[config.mk]
export PLATFORM = sky130hd
export DESIGN_NAME = uart_cmd_host
export DESIGN_NICKNAME = d
export VERILOG_FILES = /design/src/rtl/uart_cmd_pkg.sv /design/src/rtl/uart_cmd_host.sv
export SDC_FILE = /design/constraint.sdc
export NUM_CORES = 1
export LEC_CHECK = 0
export ABC_CLOCK_PERIOD_IN_PS = 6600
export CAP_MARGIN = 0
export CELL_PAD_IN_SITES_DETAIL_PLACEMENT = 0
export CELL_PAD_IN_SITES_GLOBAL_PLACEMENT = 1
export CORE_UTILIZATION = 42
export DETAILED_ROUTE_END_ITERATION = 8
export PLACE_DENSITY = 0.91
export RECOVER_POWER = 25
export SLEW_MARGIN = 40
export SYNTH_ARGS = -nofsm -noshare
export SYNTH_HDL_FRONTEND = slang
export SYNTH_SLANG_ARGS = --single-unit
[constraint.sdc]
create_clock -name i_clk -period 6.6 [get_ports i_clk]
set_input_delay 1.32 -clock i_clk [delete_from_list [all_inputs] [get_ports i_clk]]
set_output_delay 1.32 -clock i_clk [all_outputs]
set_load 0.03 [all_outputs]
[src/rtl/uart_cmd_pkg.sv]
// uart_cmd_pkg: command opcodes and host FSM states shared by the command host and bridge
package uart_cmd_pkg;
  localparam logic [7:0] CMD_WRITE = 8'h77;
  localparam logic [7:0] CMD_READ = 8'h72;
  typedef enum logic [2:0] {IDLE, TX_BYTE, TX_HOLD, RX_WAIT, DONE} host_state_t;
endpackage

[src/rtl/uart_cmd_host.sv]
// uart_cmd_host: serialises one read/write command onto a UART byte handshake and reports its completion
module uart_cmd_host
  import uart_cmd_pkg::*;
#(
  parameter int TimeoutCycles = 1_000_000,
  parameter int TxHoldoff = 2
) (
  input  logic       i_clk,
  input  logic       i_rst,
  input  logic       i_cmd_valid,
  output logic       o_cmd_ready,
  input  logic       i_cmd_write,
  input  logic [7:0] i_cmd_addr,
  input  logic [7:0] i_cmd_data,
  output logic       o_rsp_valid,
  output logic [7:0] o_rsp_data,
  output logic       o_rsp_err,
  output logic [7:0] o_tx_data,
  output logic       o_tx_req,
  input  logic       i_tx_rdy,
  input  logic [7:0] i_rx_data,
  input  logic       i_rx_rdy,
  output logic       o_rx_req
);
  localparam int CW = $clog2(TimeoutCycles + 1);
  host_state_t r_state, w_next;
  logic [1:0] r_idx, w_idx;
  logic [CW-1:0] r_cnt, w_cnt;
  logic r_ready, r_write, r_tx_req, r_rx_req, r_rsp_valid, r_rsp_err;
  logic [7:0] r_addr, r_data, r_tx_data, r_rsp_data, w_byte;
  logic w_accept, w_last, w_tx_fire, w_rx_fire, w_rsp_fire, w_rsp_err;
  assign o_cmd_ready = r_ready;
  assign o_rsp_valid = r_rsp_valid;
  assign o_rsp_data = r_rsp_data;
  assign o_rsp_err = r_rsp_err;
  assign o_tx_data = r_tx_data;
  assign o_tx_req = r_tx_req;
  assign o_rx_req = r_rx_req;
  assign w_accept = r_state == IDLE && r_ready && i_cmd_valid;
  assign w_byte = r_idx == 2'd0 ? (r_write ? CMD_WRITE : CMD_READ) : r_idx == 2'd1 ? r_addr : r_data;
  assign w_last = r_idx == (r_write ? 2'd2 : 2'd1);
  // Any received byte is consumed in every state; it only becomes a response in RX_WAIT.
  assign w_rx_fire = i_rx_rdy && !r_rx_req;
  always_comb begin
    w_next = r_state;
    w_idx = r_idx;
    w_cnt = r_cnt;
    w_tx_fire = 1'b0;
    w_rsp_fire = 1'b0;
    w_rsp_err = 1'b0;
    case (r_state)
      IDLE: begin
        w_next = w_accept ? TX_BYTE : IDLE;
        w_idx = w_accept ? 2'd0 : r_idx;
      end
      TX_BYTE: begin
        w_tx_fire = i_tx_rdy;
        w_next = i_tx_rdy ? TX_HOLD : TX_BYTE;
        w_cnt = '0;
      end
      TX_HOLD: begin
        if (r_cnt == CW'(TxHoldoff - 1)) begin
          w_idx = r_idx + 2'd1;
          w_cnt = '0;
          w_next = !w_last ? TX_BYTE : r_write ? DONE : RX_WAIT;
          w_rsp_fire = w_last && r_write;
        end else begin
          w_cnt = r_cnt + CW'(1);
        end
      end
      RX_WAIT: begin
        w_rsp_fire = w_rx_fire || r_cnt == CW'(TimeoutCycles - 1);
        w_rsp_err = !w_rx_fire && w_rsp_fire;
        w_next = w_rsp_fire ? IDLE : RX_WAIT;
        w_cnt = r_cnt == '1 ? r_cnt : r_cnt + CW'(1);
      end
      default: w_next = IDLE;
    endcase
  end
  always_ff @(posedge i_clk) begin
    if (i_rst) begin
      r_state <= IDLE;
      r_idx <= '0;
      r_cnt <= '0;
      r_ready <= 1'b0;
      r_write <= 1'b0;
      r_addr <= '0;
      r_data <= '0;
      r_tx_req <= 1'b0;
      r_tx_data <= '0;
      r_rx_req <= 1'b0;
      r_rsp_valid <= 1'b0;
      r_rsp_err <= 1'b0;
      r_rsp_data <= '0;
    end else begin
      r_state <= w_next;
      r_idx <= w_idx;
      r_cnt <= w_cnt;
      r_ready <= w_next == IDLE;
      if (w_accept) begin
        r_write <= i_cmd_write;
        r_addr <= i_cmd_addr;
        r_data <= i_cmd_data;
      end
      r_tx_req <= w_tx_fire;
      r_tx_data <= w_tx_fire ? w_byte : '0;
      r_rx_req <= w_rx_fire;
      r_rsp_valid <= w_rsp_fire;
      r_rsp_err <= w_rsp_err;
      if (w_rsp_fire) r_rsp_data <= (r_write || w_rsp_err) ? '0 : i_rx_data;
    end
  end
endmodule

==> impl_metrics.csv, run 1 <==
group,metric,value,unit
setup_path,rr_worst_depth,6,
run,max-cap-violations,0,
detailed_routing,wirelength,5.96,mm
global_route,grt_max_degree,36,
yosys,synth.ff_latch_count,63,
timing,part_of_the_cycle_the_worst_path_needs,53.5,%
floorplanning,floorplan.die.height,84,microns
power,ir_drop,0.121,mV
global_route,wire_length_of_the_first_global_routing_pass,10.1,mm
floorplanning,die_outline_width,84,microns
timing,tightestPinTransition,1.46,ns
detailed_routing,postRouteAntennaNets,0,
floorplanning,placementRows,29,
timing,hold_viol_final,0,
setup_path,timing.rr.end,"r_cnt[5]",
place,post-dp-hpwl,4.11,mm
cts,cts_num_sinks,63,
yosys,syn-cell-area,2820,sq um
cells_and_area,layout.cells.most_common_list,"dfxtp_1 (63), nand2_1 (53), clkdlybuf4s50_1 (49)",
global_route,grt_antenna_before_repair,0,
yosys,synth_top_area_share,44.7,%
hold_path,timing.hold.worst.start,"r_data[3]",
yosys,synthTopCellsByArea,"dfxtp_1 (45%), nand2_1 (7.0%), a21oi_1 (5.3%)",
global_route,grt_remaining_overflow,0,
cells_and_area,layout_commonest_cell,"dfxtp_1",
power,p_switching,0.000206,W
detailed_routing,remaining_routing_drc_violations,11,
cts,post_cts.resized_instances,0,
place,dp_cells,439,
floorplanning,start_util,44.0,%
power,seq_power_share,47.1,%
cells_and_area,antenna-diode-count,0,
power,clockPowerShare,43.5,%
power,combinationalPowerShare,9.3,%
yosys,synth.largest_area_cell,"dfxtp_1",
cells_and_area,num-nets-final,407,
detailed_routing,drtPass1Iterations,8,
cells_and_area,area_growth_syn_to_layout,26.6,%
cts,worstSkewPairLatency,0.34,ns
setup_path,rr_startpoint,"r_cnt[0]",
hold_path,hold-path-endpoint,"r_data[3]",
global_route,grt_pass1_vias,2221,
power,internal-power,0.000639,W
hold_path,worst_hold_path.num_cells,2,
yosys,synth.distinct_cells,45,
cts,clk_pin_slew_worst_paths,0.07,ns
cells_and_area,instances_no_fill,455,
cts,max-clock-path-buffers,2,
setup_path,r2r_setup_slack,4.07,ns
yosys,synth_fp_nets,361,
cells_and_area,layout-drive-gt1-share,7.67,%
setup_path,cp_data_required_time,6.83,ns
setup_path,cp-start-kind,"input pin",
setup_path,worstPathMaxFanout,35,
status,failed_checks,"design-rule violations",
yosys,synthCells,327,
place,place.port_buffers,50,
setup_path,worst_setup_path_end_kind,"flip-flop",
yosys,synth-async-reset-ratio,0,%
cts,tritoncts,"yes",
power,switching_share,24.4,%
floorplanning,coreArea,6420,sq um
status,run_status,"finished with violations",
setup_path,timing.critical_path.arrival,3.76,ns
setup_path,critical_path_class,"input pin to flip-flop",
yosys,synth_top_flop_cell,"dfxtp_1",
global_route,track_usage,17.7,%
detailed_routing,detailed_route_via_count,2395,
yosys,seq_area_frac_synth,44.7,%
hold_path,worstHoldPathType,"flip-flop to flip-flop",
yosys,synth_edf_count,0,
cts,hold_buffers,0,
yosys,yosysWarnings,0,
timing,finClkSkew,0.0110,ns
cts,postCtsSetupBuffers,0,
cts,cts_root_buf,"clkbuf_8",
timing,max_slew_margin,2.44,%
timing,grt_setup_unrepaired,"false",
detailed_routing,drt_iter0_drc,95,
place,globalplace.congestion,0.872,
timing,finalSetupViolCount,0,
timing,max_clock_freq,283,MHz
timing,slew_viol_final,0,
timing,final_period_minus_worst_setup_slack,3.53,ns
floorplanning,floorplan.die_area,7060,sq um
yosys,post_synthesis_area_per_instance,8.64,sq um
cells_and_area,layout.core_utilization,55.7,%
cts,htree_levels,3,
floorplanning,design.portCount,51,
timing,fin_tns_setup,0,ns
detailed_routing,avgViaCountPerCell,5.26,
cts,cts_made_buffers,9,
power,power_density,236,nW/um^2
power,cellLeakagePower,1.25,nW
detailed_routing,wl_per_cell,13.1,microns
[stage by stage]
step	setup slack [ns]	area [sq um]	hold WS (ns)	total power [W]
2_1_floorplan	4.28	2820	0.432	0.000454
3_3_place_gp	3.45	3350	0.438	0.000485
3_5_place_dp	3.70	3360	0.446	0.000487
4_1_cts	3.91	3580	0.457	0.000854
5_1_grt	2.90	3570	0.473	0.000882
6_report	3.07	3570	0.457	0.000845
[worst max-delay path by stage]
stage             startpoint       endpoint  slack [ns]  cells after the start
3_3_place_gp        i_rx_rdy  o_rsp_data[3]        3.45                      5
3_5_place_dp           i_rst   o_tx_data[0]        3.70                      5
4_1_cts        o_rsp_data[4]  o_rsp_data[4]        3.91                      1
5_1_grt                i_rst   o_tx_data[0]        2.90                      5
6_report               i_rst   o_tx_data[2]        3.07                      5
2_1_floorplan       i_rx_rdy  o_rsp_data[0]        4.28                      5
[area by class of cell]
cell class	instances	area, sq um
clock inverter	7	97.6
inverter	12	45.0
fill	577	2850
clock buffer	9	124
tap	77	96.3
timing repair buffer	51	504
sequential	63	1260
multi-input combinational	236	1450
[flip-flops by register name, summed over array words and instances (netlist names)]
signal,flops
o_rsp_data,8
o_rsp_err,1
r_state,3
r_data,8
r_idx,2
r_write,1
o_tx_data,8
o_rx_req,1
o_rsp_valid,1
r_addr,8
o_cmd_ready,1
r_cnt,20
o_tx_req,1
[worst max-delay path, stage by stage]
cell and delay [ns]:
dlygate4sd3_1 0.57, clkbuf_1 1.08, or2_0 0.51, a21oi_1 0.13
o21a_1 0.14
[power groups by stage]
| stage | clock network (W) | registers [W] | logic [W] |
|---|---|---|---|
| 2_1_floorplan | 0 | 0.000409 | 0.0000447 |
| 3_3_place_gp | 0 | 0.000407 | 0.0000783 |
| 3_5_place_dp | 0 | 0.000407 | 0.0000798 |
| 4_1_cts | 0.000375 | 0.000398 | 0.0000801 |
| 5_1_grt | 0.000394 | 0.000400 | 0.0000875 |
| 6_report | 0.000368 | 0.000398 | 0.0000789 |
[Yosys cell counts, drive strengths merged, types with 2 or more instances]
cell and n:
xnor2 4, or4 7, or3 6, or2 3, nor3 6, and3 4
mux2 2, o21a 2, nand2b 9, nand3 8, nand4 10, a211oi 5
dfxtp 63, nand2 53, nor4 5, xor2 5, nor2 23, o21ai 7
and2 4, inv 12, mux2i 10, a31oi 3, and4 5, ha 4
clkbuf 10, a21oi 30, buf 6, nor2b 4, a2111oi 2, o211ai 3
o31ai 6
[metal layers]
layer | global-route usage [%] | part of all wire, % | up-vias
met2 | 28.8 | 45 | 46
met3 | 4.45 | 3.9 | 6
met5 | 0 | 0 | -
li1 | - | - | 1243
met4 | 6.58 | 0.81 | 0
met1 | 22.6 | 50 | 1100
[cell families after synthesis]
group / synth area share [%]
flip-flops: 44.7
adder cells (fa/ha/maj): 1.77
AO/OA/AOI/OAI: 15.0
XOR/XNOR: 2.79
multiplexers: 4.34
buffers and inverters: 4.43
AND/OR/NAND/NOR: 27.0
No activity file was read; power rests on OpenSTA's default activity.
==> inputs of run 2 (changes only) <==
--- a/config.mk
+++ b/config.mk
@@ -5,13 +5,13 @@
 export SDC_FILE = /design/constraint.sdc
 export NUM_CORES = 1
 export LEC_CHECK = 0
-export ABC_CLOCK_PERIOD_IN_PS = 6600
+export ABC_CLOCK_PERIOD_IN_PS = 3020
 export CAP_MARGIN = 0
 export CELL_PAD_IN_SITES_DETAIL_PLACEMENT = 0
 export CELL_PAD_IN_SITES_GLOBAL_PLACEMENT = 1
-export CORE_UTILIZATION = 42
+export CORE_UTILIZATION = 35
 export DETAILED_ROUTE_END_ITERATION = 8
-export PLACE_DENSITY = 0.91
+export PLACE_DENSITY = 0.82
 export RECOVER_POWER = 25
 export SLEW_MARGIN = 40
 export SYNTH_ARGS = -nofsm -noshare
==> constraint.sdc (replaced) <==
create_clock -name i_clk -period 3.02 [get_ports i_clk]
set_input_delay 0.604 -clock i_clk [delete_from_list [all_inputs] [get_ports i_clk]]
set_output_delay 0.604 -clock i_clk [all_outputs]
set_load 0.03 [all_outputs]
==> impl_metrics.csv, run 2 (synthesized netlist as in run 1, its figures left out) <==
group,metric,value,unit
cells_and_area,num-nets-final,411,
global_route,grt_antenna_before_repair,0,
timing,part_of_the_cycle_the_worst_path_needs,80.9,%
cts,postCtsSetupBuffers,0,
power,ir_drop,0.211,mV
hold_path,worstHoldPathType,"flip-flop to flip-flop",
setup_path,cp-start-kind,"flip-flop",
cts,cts_root_buf,"clkbuf_8",
global_route,wire_length_of_the_first_global_routing_pass,10.6,mm
floorplanning,floorplan.die_area,8430,sq um
detailed_routing,drt_iter0_drc,90,
timing,max_slew_margin,59.7,%
place,post-dp-hpwl,4.35,mm
cells_and_area,instances_no_fill,484,
timing,grt_setup_unrepaired,"false",
place,post_dp_cell_area,3410,sq um
detailed_routing,drtPass1Iterations,5,
global_route,track_usage,15.7,%
detailed_routing,avgViaCountPerCell,4.96,
floorplanning,start_util,36.4,%
place,dp_cells,468,
detailed_routing,detailed_route_via_count,2402,
detailed_routing,wirelength,6.12,mm
cts,cts_made_buffers,9,
global_route,grt_pass1_vias,2289,
floorplanning,floorplan.die.height,91.8,microns
cts,cts_num_sinks,63,
timing,finClkSkew,0.00758,ns
floorplanning,die_outline_width,91.8,microns
cells_and_area,largest_reg_flops,20,
timing,slew_viol_final,0,
setup_path,worstPathMaxFanout,19,
global_route,grt_remaining_overflow,0,
setup_path,worst_setup_path_end_kind,"flip-flop",
run,max-cap-violations,0,
detailed_routing,postRouteAntennaNets,0,
timing,hold_viol_final,0,
status,run_status,"finished clean",
floorplanning,design.portCount,51,
setup_path,critical_path_class,"flip-flop to flip-flop",
cts,htree_levels,3,
timing,fin_tns_setup,0,ns
power,cellLeakagePower,1.26,nW
timing,final_period_minus_worst_setup_slack,2.44,ns
setup_path,cp_data_required_time,3.28,ns
cts,worstSkewPairLatency,0.34,ns
cts,max-clock-path-buffers,2,
place,globalplace.congestion,0.814,
cells_and_area,antenna-diode-count,0,
floorplanning,coreArea,7770,sq um
cts,hold_buffers,0,
cells_and_area,area_growth_syn_to_layout,28.1,%
cells_and_area,layout_commonest_cell,"dfxtp_1",
timing,finalSetupViolCount,0,
power,power_density,495,nW/um^2
cells_and_area,finalInstanceArea,3620,sq um
cts,tritoncts,"yes",
timing,max_clock_freq,409,MHz
cts,clk_pin_slew_worst_paths,0.07,ns
global_route,grt_max_degree,21,
detailed_routing,wl_per_cell,12.6,microns
timing,timing.hold.ws,0.455,ns
cells_and_area,layout-drive-gt1-share,8.64,%
timing,tightestPinTransition,0.599,ns
place,place.port_buffers,50,
cells_and_area,largest-register,"r_cnt",
setup_path,timing.critical_path.arrival,2.70,ns
detailed_routing,remaining_routing_drc_violations,0,
floorplanning,placementRows,32,
cells_and_area,layout.cells.most_common_list,"dfxtp_1 (63), nand2_1 (53), clkdlybuf4s50_1 (48)",
cts,post_cts.resized_instances,0,
==> run 2: critical path, cell delays in order (launching register included) <==
cell      delay, ns
dfxtp_1        0.43
ha_1           0.41
inv_2          0.06
or4_1          0.69
o21ai_4        0.47
nor2_1         0.10
a211oi_2       0.20
==> run 2: final cells by class <==
| class | instances | area, sq um |
|---|---|---|
| fillers | 751 | 4150 |
| multi-input cells | 236 | 1440 |
| flip-flops and latches | 63 | 1260 |
| repair buffers | 55 | 538 |
| clock buffers | 10 | 138 |
| well taps | 102 | 128 |
| clock inverters | 6 | 70.1 |
| inverters | 12 | 45.0 |
==> run 2: metal layers <==
layer	global-route usage [%]	up-vias	wire, microns
li1	-	1249	-
met3	5.80	7	320
met2	25.0	60	2700
met4	3.91	0	72
met1	20.1	1086	3030
met5	0	-	0
==> run 2: worst paths after layout <==
kind | start | endpoint | slack, ns | depth (start not counted)
setup / recovery | r_cnt[0] | r_cnt[1] | 0.58 | 6
hold / removal | r_addr[7] | r_addr[7] | 0.45 | 2
setup reg to reg | r_cnt[0] | r_cnt[1] | 0.58 | 6
hold reg to reg | r_addr[7] | r_addr[7] | 0.45 | 2
==> run 2: per-stage QoR <==
stage	setup WS (ns)	power (W)	utilization, %
2_1_floorplan	0.906	0.000993	-
3_3_place_gp	0.663	0.00106	43.9
3_5_place_dp	0.614	0.00107	43.9
4_1_cts	0.588	0.00182	46.6
5_1_grt	0.399	0.00189	46.6
6_report	0.578	0.00179	46.6
==> run 2: power by group <==
part	internal, W	leakage (nW)	switching (W)
logic	0.0000804	0.659	0.0000957
registers	0.000854	0.510	0.0000166
clock network	0.000406	0.0947	0.000338
total	0.00134	1.26	0.000450
